### src/rtl/bictr_dcnto_mode.sv
// bictr_dcnto_mode: parametrised up/down binary counter with a dynamic
// count-to compare and four terminal-count modes (FREE, STOP, RELOAD, BOUNCE).
//
// Ports:
//   clk       rising-edge clock
//   rst       asynchronous active-high reset
//   load      synchronous load of data (beats cen)
//   data      load value; also the reload value in RELOAD mode
//   cen       count enable
//   up_dn     1=up, 0=down (in BOUNCE only sampled at load)
//   step      increment magnitude, 0 = hold
//   count_to  dynamic terminal value
//   mode      00 FREE, 01 STOP, 10 RELOAD, 11 BOUNCE
//   clr_flag  synchronous clear of tc_sticky (a same-cycle set wins)
//   count     registered count
//   tercnt    combinational count == count_to
//   tc_pulse  1-cycle pulse after a count step lands on count_to
//   tc_sticky sticky version of tc_pulse
//   carry     1-cycle pulse when a step wrapped past max (up) or 0 (down)
//   dir       registered effective direction (1=up)
//   halted    STOP mode is holding at the terminal value
module bictr_dcnto_mode #(
    parameter int               WIDTH     = 8,
    parameter int               STEP_W    = 4,
    parameter logic [WIDTH-1:0] RESET_VAL = '0
) (
    input  logic              clk,
    input  logic              rst,
    input  logic              load,
    input  logic [WIDTH-1:0]  data,
    input  logic              cen,
    input  logic              up_dn,
    input  logic [STEP_W-1:0] step,
    input  logic [WIDTH-1:0]  count_to,
    input  logic [1:0]        mode,
    input  logic              clr_flag,
    output logic [WIDTH-1:0]  count,
    output logic              tercnt,
    output logic              tc_pulse,
    output logic              tc_sticky,
    output logic              carry,
    output logic              dir,
    output logic              halted
);

    typedef enum logic [1:0] {
        MODE_FREE   = 2'b00,
        MODE_STOP   = 2'b01,
        MODE_RELOAD = 2'b10,
        MODE_BOUNCE = 2'b11
    } mode_e;

    mode_e mode_s;
    assign mode_s = mode_e'(mode);

    logic [WIDTH-1:0] count_q, count_d;
    logic             dir_q, dir_d;
    logic             halted_q, halted_d;
    logic             tc_pulse_q, tc_pulse_d;
    logic             tc_sticky_q, tc_sticky_d;
    logic             carry_q, carry_d;

    // All arithmetic is done one bit wider so the top bit carries the
    // overflow (up) or the borrow (down) of a single step.
    logic [WIDTH:0] step_x, cnt_x, cto_x, sum_up, sum_dn;
    logic           borrow, up_cross, dn_cross, do_step, eff_dir, reload_hit;

    assign step_x = {{(WIDTH + 1 - STEP_W){1'b0}}, step};
    assign cnt_x  = {1'b0, count_q};
    assign cto_x  = {1'b0, count_to};
    assign sum_up = cnt_x + step_x;
    assign sum_dn = cnt_x - step_x;
    assign borrow = sum_dn[WIDTH];

    // A step reaches or crosses count_to, using the unwrapped step result:
    // a downward step that underflows still counts as crossing count_to.
    assign up_cross = (cnt_x < cto_x) && (cto_x <= sum_up);
    assign dn_cross = (cto_x < cnt_x) && ((cnt_x - cto_x) <= step_x);

    assign do_step = cen && (step != '0) && !halted_q;
    assign eff_dir = (mode_s == MODE_BOUNCE) ? dir_q : up_dn;

    always_comb begin
        count_d     = count_q;
        dir_d       = dir_q;
        halted_d    = halted_q;
        tc_pulse_d  = 1'b0;
        carry_d     = 1'b0;
        reload_hit  = 1'b0;
        tc_sticky_d = clr_flag ? 1'b0 : tc_sticky_q;

        if (load) begin
            count_d  = data;
            dir_d    = up_dn;
            halted_d = 1'b0;
        end else if (do_step) begin
            // Start from the free-running result, then let the mode override it.
            dir_d   = eff_dir;
            count_d = eff_dir ? sum_up[WIDTH-1:0] : sum_dn[WIDTH-1:0];
            carry_d = eff_dir ? sum_up[WIDTH] : borrow;
            case (mode_s)
                MODE_FREE: begin
                end
                MODE_STOP: begin
                    if (eff_dir ? up_cross : dn_cross) begin
                        count_d  = count_to;
                        carry_d  = 1'b0;
                        halted_d = 1'b1;
                    end
                end
                MODE_RELOAD: begin
                    if (count_q == count_to) begin
                        count_d    = data;
                        carry_d    = 1'b0;
                        reload_hit = 1'b1;
                    end
                end
                MODE_BOUNCE: begin
                    // count_to is the ceiling and 0 the floor; hitting either
                    // clamps and reverses, so the counter never wraps here.
                    carry_d = 1'b0;
                    if (eff_dir) begin
                        if (sum_up >= cto_x) begin
                            count_d = count_to;
                            dir_d   = 1'b0;
                        end
                    end else if (step_x >= cnt_x) begin
                        count_d = '0;
                        dir_d   = 1'b1;
                    end
                end
                default: begin
                end
            endcase
            if (!reload_hit && (count_d == count_to)) begin
                tc_pulse_d  = 1'b1;
                tc_sticky_d = 1'b1;
            end
        end
    end

    always_ff @(posedge clk or posedge rst) begin
        if (rst) begin
            count_q     <= RESET_VAL;
            dir_q       <= 1'b1;
            halted_q    <= 1'b0;
            tc_pulse_q  <= 1'b0;
            tc_sticky_q <= 1'b0;
            carry_q     <= 1'b0;
        end else begin
            count_q     <= count_d;
            dir_q       <= dir_d;
            halted_q    <= halted_d;
            tc_pulse_q  <= tc_pulse_d;
            tc_sticky_q <= tc_sticky_d;
            carry_q     <= carry_d;
        end
    end

    assign count     = count_q;
    assign tercnt    = (count_q == count_to);
    assign tc_pulse  = tc_pulse_q;
    assign tc_sticky = tc_sticky_q;
    assign carry     = carry_q;
    assign dir       = dir_q;
    assign halted    = halted_q;

endmodule
### config.mk
export PLATFORM = sky130hd
export DESIGN_NAME = bictr_dcnto_mode
export DESIGN_NICKNAME = d
export VERILOG_FILES = /design/src/rtl/bictr_dcnto_mode.sv
export SDC_FILE = /design/constraint.sdc
export NUM_CORES = 1
export LEC_CHECK = 0
export CORE_MARGIN = 2
export CORE_UTILIZATION = 60
export CTS_CLUSTER_DIAMETER = 150
export DETAILED_ROUTE_END_ITERATION = 10
export GPL_ROUTABILITY_DRIVEN = 1
export GPL_TIMING_DRIVEN = 1
export PLACE_DENSITY = 0.94
export SLEW_MARGIN = 20
export SYNTH_ARGS = -nofsm -noshare
export SYNTH_HDL_FRONTEND = slang
export SYNTH_SLANG_ARGS = --single-unit
### constraint.sdc
create_clock -name clk -period 12.4 [get_ports clk]
set_input_delay 1.86 -clock clk [delete_from_list [all_inputs] [get_ports clk]]
set_output_delay 1.86 -clock clk [all_outputs]
set_load 0.05 [all_outputs]
Yosys cells after proc, flatten, opt, wreduce, memory -nomap -nowiden
Index checks and enable logic that the tools add are counted.
{"block": "totals", "register_bits": 13, "inputBits": 28, "out_inout_bits": 14, "elab_cells": 72}
{"block": "op_classes", "addsub": 3, "magnitude_cmp": 6, "eq_ne": 5, "n_mux": 40, "reduce_logical": 12}
{"cell": "two-way mux 8 bit", "n": 10}
{"cell": "two-way mux 1 bit", "n": 28}
{"cell": "case mux 8 bit (3 select lines)", "n": 1}
{"cell": "equality test 8 bit", "n": 2}
{"cell": "< comparator 8 bit", "n": 2}
{"cell": "adder 8 x 4 -> 9 bit", "n": 1}
{"cell": ">= comparator 9 x 8 -> 1 bit", "n": 1}
{"cell": "<= comparator 8 x 9 -> 1 bit", "n": 1}
{"cell": "<= comparator 9 x 4 -> 1 bit", "n": 1}
{"cell": "subtractor 8 x 4 -> 9 bit", "n": 1}
{"cell": "subtractor 8 x 8 -> 9 bit", "n": 1}
{"cell": ">= comparator 4 x 8 -> 1 bit", "n": 1}
{"cell": "nonzero test 2 bit", "n": 3}
{"cell": "logical AND 1 bit", "n": 5}
{"cell": "equality test 2 bit (second input constant)", "n": 2}
{"cell": "nonzero test 4 bit", "n": 1}
{"cell": "case mux 1 bit (3 select lines)", "n": 1}
{"cell": "AND reduction 3 bit", "n": 1}
{"cell": "equality test 2 x 1 -> 1 bit (second input constant)", "n": 1}
{"cell": "logical NOT 1 bit", "n": 2}

Depth between registers and ports, before layout
Gate-level depths: netlist of run 1.
{"block": "logic_depth", "word_depth": 13, "ltp_mapped": 18, "depth_no_buf": 17}

Worst setup path before layout of run 1
Ideal clock, no wire load.
{"block": "synth_timing", "path_kind": "input-to-reg", "startpoint": "in step[3]", "endpoint": "reg tc_sticky_q, in the netlist tc_sticky", "setup_ns": 0.065, "arrival_ns": 5.426, "required_ns": 12.335, "setup_slack_ns": 6.909, "stages": 18, "path_buffers": 1, "cell_sequence": "inv_1 > ha_1 > buf_2 > nor2_1 > o211ai_1 > a21oi_1 > xor2_1 > ha_1 > and4_1 > o21ai_0 > o221ai_4 > o21ai_4 > or3_4 > nand2_4 > a211oi_1 > or3_1 > a2111oi_2 > a21o_1"}
{"block": "synth_via", "elab_chain_len": 13, "word_cells_on_any_way": 26, "cone_classes": "add/sub (2); order compare (4); eq/ne (1); mux (13); reduce/logical (6)"}
{"element": "from (decl)", "line_no": "33", "text": "input logic [STEP_W-1:0] step,"}
{"element": "adder 8 x 4 -> 9 bit", "line_no": "71", "text": "assign sum_up = cnt_x + step_x;"}
{"element": "<= comparator 8 x 9 -> 1 bit", "line_no": "77", "text": "assign up_cross = (cnt_x < cto_x) && (cto_x <= sum_up);"}
{"element": "logical AND 1 bit", "line_no": "77"}
{"element": "two-way mux 1 bit", "line_no": "105", "text": "if (eff_dir ? up_cross : dn_cross) begin"}
{"element": "two-way mux 8 bit", "line_no": "105"}
{"element": "case mux 8 bit (3 select lines)", "line_no": "101", "text": "case (mode_s)"}
{"element": "two-way mux 8 bit", "line_no": "96", "text": "end else if (do_step) begin"}
{"element": "two-way mux 8 bit", "line_no": "92", "text": "if (load) begin"}
{"element": "equality test 8 bit", "line_no": "135", "text": "if (!reload_hit && (count_d == count_to)) begin"}
{"element": "logical AND 1 bit", "line_no": "135"}
{"element": "two-way mux 1 bit", "line_no": "135"}
{"element": "two-way mux 1 bit (*)", "line_no": "96"}
{"element": "two-way mux 1 bit (*)", "line_no": "92"}
{"element": "net tc_sticky_d", "line_no": "60", "text": "logic tc_sticky_q, tc_sticky_d;"}
{"element": "to (signal assigned)", "line_no": "155", "text": "tc_sticky_q <= tc_sticky_d;"}
{"element": "to (decl)", "line_no": "60"}
The timed path passes the listed nets; every way through them passes the cells marked *. The select of a mux whose other input is x is not followed.
A chain may end at the register's enable or synchronous reset.

Worst setup path in the final report of run 1
Ends and elaborated chain as after synthesis.

==> flow_summary.toml, run 1 <==
[outcome]
status = "complete, no violations"

[place]
io_buffers = 41
pre_cts_slack_ps = 5630
dp_hpwl_mm = 10.1
routabilityCongestion = 1.09

[cts]
cts.clk_slew.worst_paths_ps = 60
cts_resized = 0
clockBufferDepth = 2
cts_setup_buffers = 0
clock_latency_ps = 250
cts-root-buf = "clkbuf_8"
cts_hold_buf = 0
ctsHtreeMaxLevel = 1
cts_tree = "yes"
cts_buffers = 3
cts_sinks = 13

[drt]
viasPerCell = 7.59
wire_per_inst_um = 23.3
drt_iter0_drc = 666
drc_errors = 0
drt-pass1-iter-count = 5
drt-total-wl_mm = 13.3
ant_nets = 0
num_vias = 4328

[grt]
overflow = 0
grt_usage = 0.412
grt_max_degree = 31
grt_pass1_vias = 3997
grt_antenna_before_repair = 0
grt_pass1_wl_mm = 20.3

[floorplan]
die_w_um = 79.5
num_rows = 27
start_util = 0.621
dieArea_um2 = 6320
core_area_um2 = 5510
dieHeight_um = 79.5
ioPinCount = 42

[timing]
post-route-min-period_ps = 6820
worst_pin_slew_ps = 793
fmax_ghz = 0.147
finalHoldViolations = 0
fin_tns_setup_ps = 0
min_period_over_period = 0.550
final_max_slew_viol_count = 0
layout_setup_ws_ps = 5580
whs_ps = 475
grt_setup_unrepaired = "no"
relSlewSlack = 0.468
setup_viol = 0
skew_ps = 2.70

[worst_setup_path]
path_class = "input port to flop"
worstSetupEndpointType = "flop"
crit_path_max_incr_delay_ps = 570
worst-r2r-cell-count = 16
path_delay_family = "compound AO/OA/AOI/OAI gates"
start_kind = "input port"
arrival_ps = 7010
cp_cell_sequence = "clkdlybuf4s50_1, inv_1, ha_1, nor2b_1, o21ai_0, a21oi_1, xor2_1, ha_1, and4_1, o21ai_0, o221a_2, a21oi_1, o32a_1, o22ai_1, nor4b_1, nand4_1, a2111oi_2, a21o_1"
crit_fanout = 16
worstPathBufferInverterCount = 2
critPathRequiredTime_ps = 12590
worst-path-stages = 18
crit_slowest_cell = "ha_1"

[synth]
synth_seq_cells = 13
syn-cell-area_um2 = 3420
async_reset_ff_frac = 1.00
synth_nets = 532
yosys_warnings = 0
yosysUniqueCellTypes = 90
syn_area_per_cell_um2 = 7.23
synthCells = 473
synth_top_flop_cell = "dfrtp_1"
yosysSeqAreaShare = 0.0955
synth-edff-count = 0

[hold_path]
min_path_type = "flop to flop"
worstHoldPathCells = 1

[pwr]
irDropWorstVdd_mv = 0.0784
finalPower_uw = 389
powerDensity_nw_per_um2 = 101
p_leak_uw = 0.00155

[final_layout]
nets = 558
diodes = 0
drive_above_1_share = 0.0703
synthToLayoutAreaGrowth_pct = 12.9

[flow_run]
cap_viol_max_count = 0
cells in the final DEF (no fill, tap or decap), drive strengths merged, types with 4 or more instances in the layout:
cell type	Yosys	routed
nor2b	7	7
ha	28	28
o21ai	38	38
a21oi	37	37
a31oi	7	7
dfrtp	12	12
a211oi	14	14
nand2b	5	5
a21o	8	8
xor2	6	6
clkbuf	16	4
and3	4	4
o22ai	5	5
o221ai	5	5
nor3	18	18
o31ai	8	8
buf	8	4
nor4	9	9
nand2	45	45
clkdlybuf4s50	0	41
o21a	7	7
nor2	39	39
o211ai	6	6
nand3	14	14
nand4	9	9
xnor2	5	5
or3	7	7
inv	23	23
and2	8	8
logic make-up (layout without fill, tap and decap cells):
group	count (synthesis)	count (layout)	synth area share
xor gates and xnor gates	11	11	0.0282
adders and majority gates	31	31	0.120
buffers and inverters	48	73	0.0666
muxes	4	4	0.0121
AOI/OAI and AO/OA	181	181	0.385
and+or+nand+nor	185	185	0.292
DFF	13	13	0.0955
power by group:
group          internal (uW)  switching (uW)
sequential              46.5            13.3
clock                   22.7            15.9
combinational            109             182
stage by stage:
step / utilization / instance area, um2 / instances
floorplan: - / 3420 / 473
global placement: 0.693 / 3810 / 566
detailed placement: 0.693 / 3810 / 566
CTS: 0.701 / 3860 / 570
global route: 0.701 / 3860 / 570
finish: 0.701 / 3860 / 570
registers in the layout, summed over array words and instances (netlist names):
register	flops
dir	1
carry	1
tc_pulse	1
tc_sticky	1
count	8
halted	1
cell type report:
cell class | count | area, um2
Clock buffer | 4 | 45.0
Fill cell | 473 | 1650
Inverter | 24 | 92.6
Multi-Input combinational cell | 412 | 2860
Sequential cell | 13 | 327
Tap cell | 72 | 90.1
Timing Repair Buffer | 45 | 440
cells in the mapped netlist, types with 4 or more instances:
cell type	n	area (um2)
nor3_1	16	80.1
nand2_1	43	161
nand3_1	14	70.1
inv_1	22	82.6
nor2_1	38	143
and3_1	4	25.0
a211oi_1	12	90.1
and2_1	8	50.1
a21oi_1	36	180
clkbuf_1	13	48.8
buf_2	6	30.0
o21ai_0	35	175
a31oi_1	7	43.8
o31ai_1	8	60.1
a21o_1	7	52.6
o21a_1	7	52.6
nor4_1	9	56.3
xor2_1	6	52.6
o211ai_1	6	45.0
nand4_1	9	56.3
or3_1	6	37.5
dfrtp_1	12	300
ha_1	28	350
o221ai_1	4	35.0
o22ai_1	5	31.3
nand2b_1	4	25.0
xnor2_1	5	43.8
nor2b_1	6	37.5
routing by layer:
| metal | part of all wire | vias up | wire, um | track usage |
|---|---|---|---|---|
| met2 | 0.42 | 422 | 5560 | 0.626 |
| met5 | 0 | - | 0 | 0 |
| li1 | - | 1864 | - | - |
| met3 | 0.14 | 101 | 1920 | 0.120 |
| met4 | 0.062 | 0 | 818 | 0.219 |
| met1 | 0.37 | 1941 | 4970 | 0.523 |
path summary, 6_finish.rpt:
| kind | start | to | slack [ps] |
|---|---|---|---|
| worst min register to register | tc_sticky | tc_sticky | 480 |
| max in group asynchronous | rst | dir | 10090 |
| worst max-delay path | step[3] | tc_sticky | 5580 |
| worst min-delay path | tc_sticky | tc_sticky | 480 |
| worst max register to register | count[3] | tc_sticky | 7240 |
| min in group asynchronous | rst | count[7] | 1950 |
Note: power is estimated with default switching activity, not from simulation.
==> run 2: changes to the inputs <==
--- a/config.mk
+++ b/config.mk
@@ -6,12 +6,12 @@
 export NUM_CORES = 1
 export LEC_CHECK = 0
 export CORE_MARGIN = 2
-export CORE_UTILIZATION = 60
+export CORE_UTILIZATION = 58
 export CTS_CLUSTER_DIAMETER = 150
 export DETAILED_ROUTE_END_ITERATION = 10
 export GPL_ROUTABILITY_DRIVEN = 1
 export GPL_TIMING_DRIVEN = 1
-export PLACE_DENSITY = 0.94
+export PLACE_DENSITY = 0.92
 export SLEW_MARGIN = 20
 export SYNTH_ARGS = -nofsm -noshare
 export SYNTH_HDL_FRONTEND = slang
==> constraint.sdc (replaced) <==
create_clock -name clk -period 7.1 [get_ports clk]
set_input_delay 1.065 -clock clk [delete_from_list [all_inputs] [get_ports clk]]
set_output_delay 1.065 -clock clk [all_outputs]
set_load 0.05 [all_outputs]
==> flow_summary.toml, run 2 (same netlist as run 1, synthesis figures left out) <==
[outcome]
status = "complete, no violations"

[worst_setup_path]
r2r-start = "count[3]"
arrival_ps = 6030
path_class = "input port to flop"
worstSetupEndpointType = "flop"
critPathRequiredTime_ps = 7290
start_kind = "input port"
cp-startpoint = "step[3]"
crit_fanout = 16

[cts]
clock_latency_ps = 240
cts_hold_buf = 0
cts-root-buf = "clkbuf_8"
cts.clk_slew.worst_paths_ps = 60
cts_tree = "yes"
cts_resized = 0
cts_setup_buffers = 0
cts_sinks = 13
ctsHtreeMaxLevel = 1
cts_buffers = 3
clockBufferDepth = 2

[drt]
viasPerCell = 7.48
ant_nets = 0
drt_iter0_drc = 611
num_vias = 4266
drc_errors = 0
drt-total-wl_mm = 13.5
wire_per_inst_um = 23.7
drt-pass1-iter-count = 7

[timing]
min_period_over_period = 0.823
layout_setup_ws_ps = 1250
final_max_slew_viol_count = 0
grt_setup_unrepaired = "no"
relSlewSlack = 0.501
skew_ps = 1.67
fin_tns_setup_ps = 0
setup_viol = 0
whs_ps = 485
finalHoldViolations = 0
fmax_ghz = 0.171
worst_pin_slew_ps = 744
post-route-min-period_ps = 5850

[floorplan]
dieHeight_um = 80.8
ioPinCount = 42
num_rows = 27
core_area_um2 = 5610
die_w_um = 80.8
dieArea_um2 = 6520
start_util = 0.610

[grt]
grt_antenna_before_repair = 0
grt_max_degree = 26
grt_pass1_vias = 3908
overflow = 0
grt_usage = 0.415
grt_pass1_wl_mm = 20.6

[final_layout]
layout.cells.most_common = "nand2_1"
diodes = 0
stdcell_count = 570
synthToLayoutAreaGrowth_pct = 12.9
fillCellCount = 489
largest_register_ff_count = 8
mostFrequentLayoutCells = "nand2_1, clkdlybuf4s50_1, nor2_1"
nets = 558
drive_above_1_share = 0.0723

[pwr]
irDropWorstVdd_mv = 0.157
finalPower_uw = 674
p_switching_uw = 365
clock_power_share = 0.099
p_leak_uw = 0.00155
internal_power_uw = 309
sw_frac_of_total = 0.541
powerDensity_nw_per_um2 = 175
power_frac_comb = 0.743
power_frac_seq = 0.157

[hold_path]
hp-start = "tc_sticky"
min_path_type = "flop to flop"

[place]
pre_cts_slack_ps = 1150
numPlacedInstances = 566
routabilityCongestion = 1.14
io_buffers = 41
dp_hpwl_mm = 10.5

[flow_run]
cap_viol_max_count = 0
==> run 2: cell types whose count changed in the layout (fill, tap and decap cells not counted), sizes merged <==
cell,change
clkinv,+1
clkbuf,-1
==> run 2: per-layer routing <==
metal,vias up,track usage,share of wire
met5,-,0,0
met4,0,0.231,0.066
met3,88,0.0889,0.12
met2,388,0.661,0.44
met1,1919,0.524,0.37
li1,1871,-,-
==> run 2: layout make-up <==
| type | instances | area [um2] | share of cell area |
|---|---|---|---|
| Timing Repair Buffer | 45 | 440 | 0.114 |
| Tap cell | 72 | 90.1 | 0.0233 |
| Clock inverter | 1 | 5.00 | 0.00130 |
| Multi-Input combinational cell | 412 | 2860 | 0.742 |
| Sequential cell | 13 | 327 | 0.0846 |
| Clock buffer | 3 | 41.3 | 0.0107 |
| Inverter | 24 | 92.6 | 0.0240 |
==> run 2: critical path, cell delays in order <==
cell and delay, ps:
clkdlybuf4s50_1 500, inv_1 70, ha_1 570, nor2b_1 80
o21ai_0 430, a21oi_1 210, xor2_1 180, ha_1 330
and4_1 180, o21ai_0 190, o221a_2 410, a21oi_1 400
o21ai_0 160, and3b_1 220, nor4_1 240, nand4_1 190
a2111oi_2 450, a21o_1 130
==> run 2: path summary, 6_finish.rpt <==
kind	cells past startpoint	slack (ps)	end
max reg2reg	16	2150	tc_sticky
min	1	490	tc_sticky
max in group asynchronous	2	5590	dir
min in group asynchronous	2	1150	count[1]
min reg2reg	1	490	tc_sticky
max	18	1250	tc_sticky
==> run 2: power groups by stage <==
stage / clock network, uW / registers [uW] / logic [uW]
final: 66.9 / 106 / 501
after global routing: 72.0 / 106 / 533
after CTS: 68.6 / 104 / 481
after detailed placement: 0 / 106 / 478
after global placement: 0 / 106 / 470
after floorplan: 0 / 115 / 336
==> run 2: metrics by stage <==
stage               utilization  cell area (um2)
floorplan                     -             3420
global placement          0.680             3810
detailed placement        0.680             3810
CTS                       0.688             3860
global route              0.688             3860
finish                    0.688             3860
==> run 3: changes to the inputs <==
--- a/config.mk
+++ b/config.mk
@@ -6,12 +6,12 @@
 export NUM_CORES = 1
 export LEC_CHECK = 0
 export CORE_MARGIN = 2
-export CORE_UTILIZATION = 58
+export CORE_UTILIZATION = 52
 export CTS_CLUSTER_DIAMETER = 150
 export DETAILED_ROUTE_END_ITERATION = 10
 export GPL_ROUTABILITY_DRIVEN = 1
 export GPL_TIMING_DRIVEN = 1
-export PLACE_DENSITY = 0.92
+export PLACE_DENSITY = 0.87
 export SLEW_MARGIN = 20
 export SYNTH_ARGS = -nofsm -noshare
 export SYNTH_HDL_FRONTEND = slang
==> constraint.sdc (replaced) <==
create_clock -name clk -period 4.8 [get_ports clk]
set_input_delay 0.72 -clock clk [delete_from_list [all_inputs] [get_ports clk]]
set_output_delay 0.72 -clock clk [all_outputs]
set_load 0.05 [all_outputs]
==> flow_summary.toml, run 3 (same netlist as run 1, synthesis figures left out) <==
[drt]
drc_errors = 0
drt-total-wl_mm = 15.7
wire_per_inst_um = 24.1
drt-pass1-iter-count = 8
num_vias = 4663
viasPerCell = 7.17
ant_nets = 0
drt_iter0_drc = 685

[worst_setup_path]
crit_slowest_cell = "clkdlybuf4s50_1"
crit_path_max_incr_delay_ps = 480
start_kind = "input port"
arrival_ps = 4970
path_delay_family = "compound AO/OA/AOI/OAI gates"
crit_fanout = 4
path_class = "input port to flop"
cp_cell_sequence = "clkdlybuf4s50_1, inv_1, ha_4, nor2b_2, o211ai_1, buf_4, a21oi_4, xor2_2, ha_4, and4_1, o21ai_2, o221a_2, buf_4, a311o_1, a221o_1, inv_1, a211o_1, o22ai_1, a2111oi_4, a21o_1"
worstSetupEndpointType = "flop"
critPathRequiredTime_ps = 4990
worstPathBufferInverterCount = 5

[outcome]
status = "complete, no violations"

[pwr]
powerDensity_nw_per_um2 = 259
finalPower_uw = 1190
irDropWorstVdd_mv = 0.203
p_leak_uw = 0.00194

[cts]
cts_tree = "yes"
ctsHtreeMaxLevel = 1
clock_latency_ps = 260
cts_buffers = 3
cts_sinks = 13
cts-root-buf = "clkbuf_8"
cts.clk_slew.worst_paths_ps = 60
clockBufferDepth = 2

[final_layout]
drive_above_1_share = 0.230
diodes = 0
nets = 633
layout.cells.most_common = "buf_4"
mostFrequentLayoutCells = "buf_4, nand2_1, clkdlybuf4s50_1"
largest_register_ff_count = 8
seq_area_um2 = 327
multi_input_area_um2 = 3010
synthToLayoutAreaGrowth_pct = 34.0
fillCellCount = 497

[flow_run]
cap_viol_max_count = 0

[grt]
grt_antenna_before_repair = 0
grt_usage = 0.424
grt_pass1_vias = 4400
grt_max_degree = 22
grt_pass1_wl_mm = 23.7
overflow = 0

[floorplan]
start_util = 0.538
dieHeight_um = 85.1
ioPinCount = 42
dieArea_um2 = 7240
core_area_um2 = 6350
die_w_um = 85.1
num_rows = 29

[timing]
relSlewSlack = 0.528
setup_viol = 0
skew_ps = 2.05
final_max_slew_viol_count = 0
worst_pin_slew_ps = 708
fin_tns_setup_ps = 0
finalHoldViolations = 0
min_period_over_period = 0.995
post-route-min-period_ps = 4780
fmax_ghz = 0.209

[place]
io_buffers = 41
routabilityCongestion = 1.09
dp_hpwl_mm = 12.2

[hold_path]
min_path_type = "flop to flop"
run 3: repair_timing:
action                     in CTS  in global routing
setup buffers                   3                  3
resized for setup              12                 17
setup endpoints to repair       3                  9
pin swaps                       8                 11
hold buffers                    0                  0
run 3: layer usage:
layer	global-route usage	share of wire	vias to the layer above
li1	-	-	2018
met5	0	0	-
met4	0.206	0.064	0
met1	0.554	0.36	2128
met3	0.0944	0.14	97
met2	0.660	0.43	420
run 3: final cells by class:
cell class,count,area share
multi-input combinational,412,0.657
clock buffer,3,0.00901
sequential,13,0.0713
clock inverter,1,0.00109
timing repair buffer,120,0.220
tap,77,0.0210
inverter,24,0.0202
run 3: power breakdown:
| part | switching (uW) | internal, uW |
|---|---|---|
| Combinational | 531 | 397 |
| Clock | 48.9 | 57.7 |
| Sequential | 34.4 | 120 |
run 3: final timing paths:
kind | from | endpoint | slack, ps | cells after the start
hold / removal | halted | halted | 540 | 1
min in group asynchronous | rst | count[6] | 790 | 2
hold reg to reg | halted | halted | 540 | 1
setup reg to reg | count[1] | tc_sticky | 370 | 18
setup / recovery | step[1] | tc_sticky | 20 | 20
max in group asynchronous | rst | dir | 3640 | 2
run 3: through the flow:
stage | area [um2] | util | setup WS (ps) | std cells | hold WS [ps]
6_report | 4580 | 0.722 | 24.0 | 650 | 543
5_1_grt | 4580 | 0.722 | -35.9 | 650 | 553
4_1_cts | 4470 | 0.704 | 18.3 | 647 | 493
3_5_place_dp | 4340 | 0.683 | -382 | 640 | 480
3_3_place_gp | 4340 | 0.683 | -241 | 640 | 462
2_1_floorplan | 3420 | - | 449 | 473 | 596
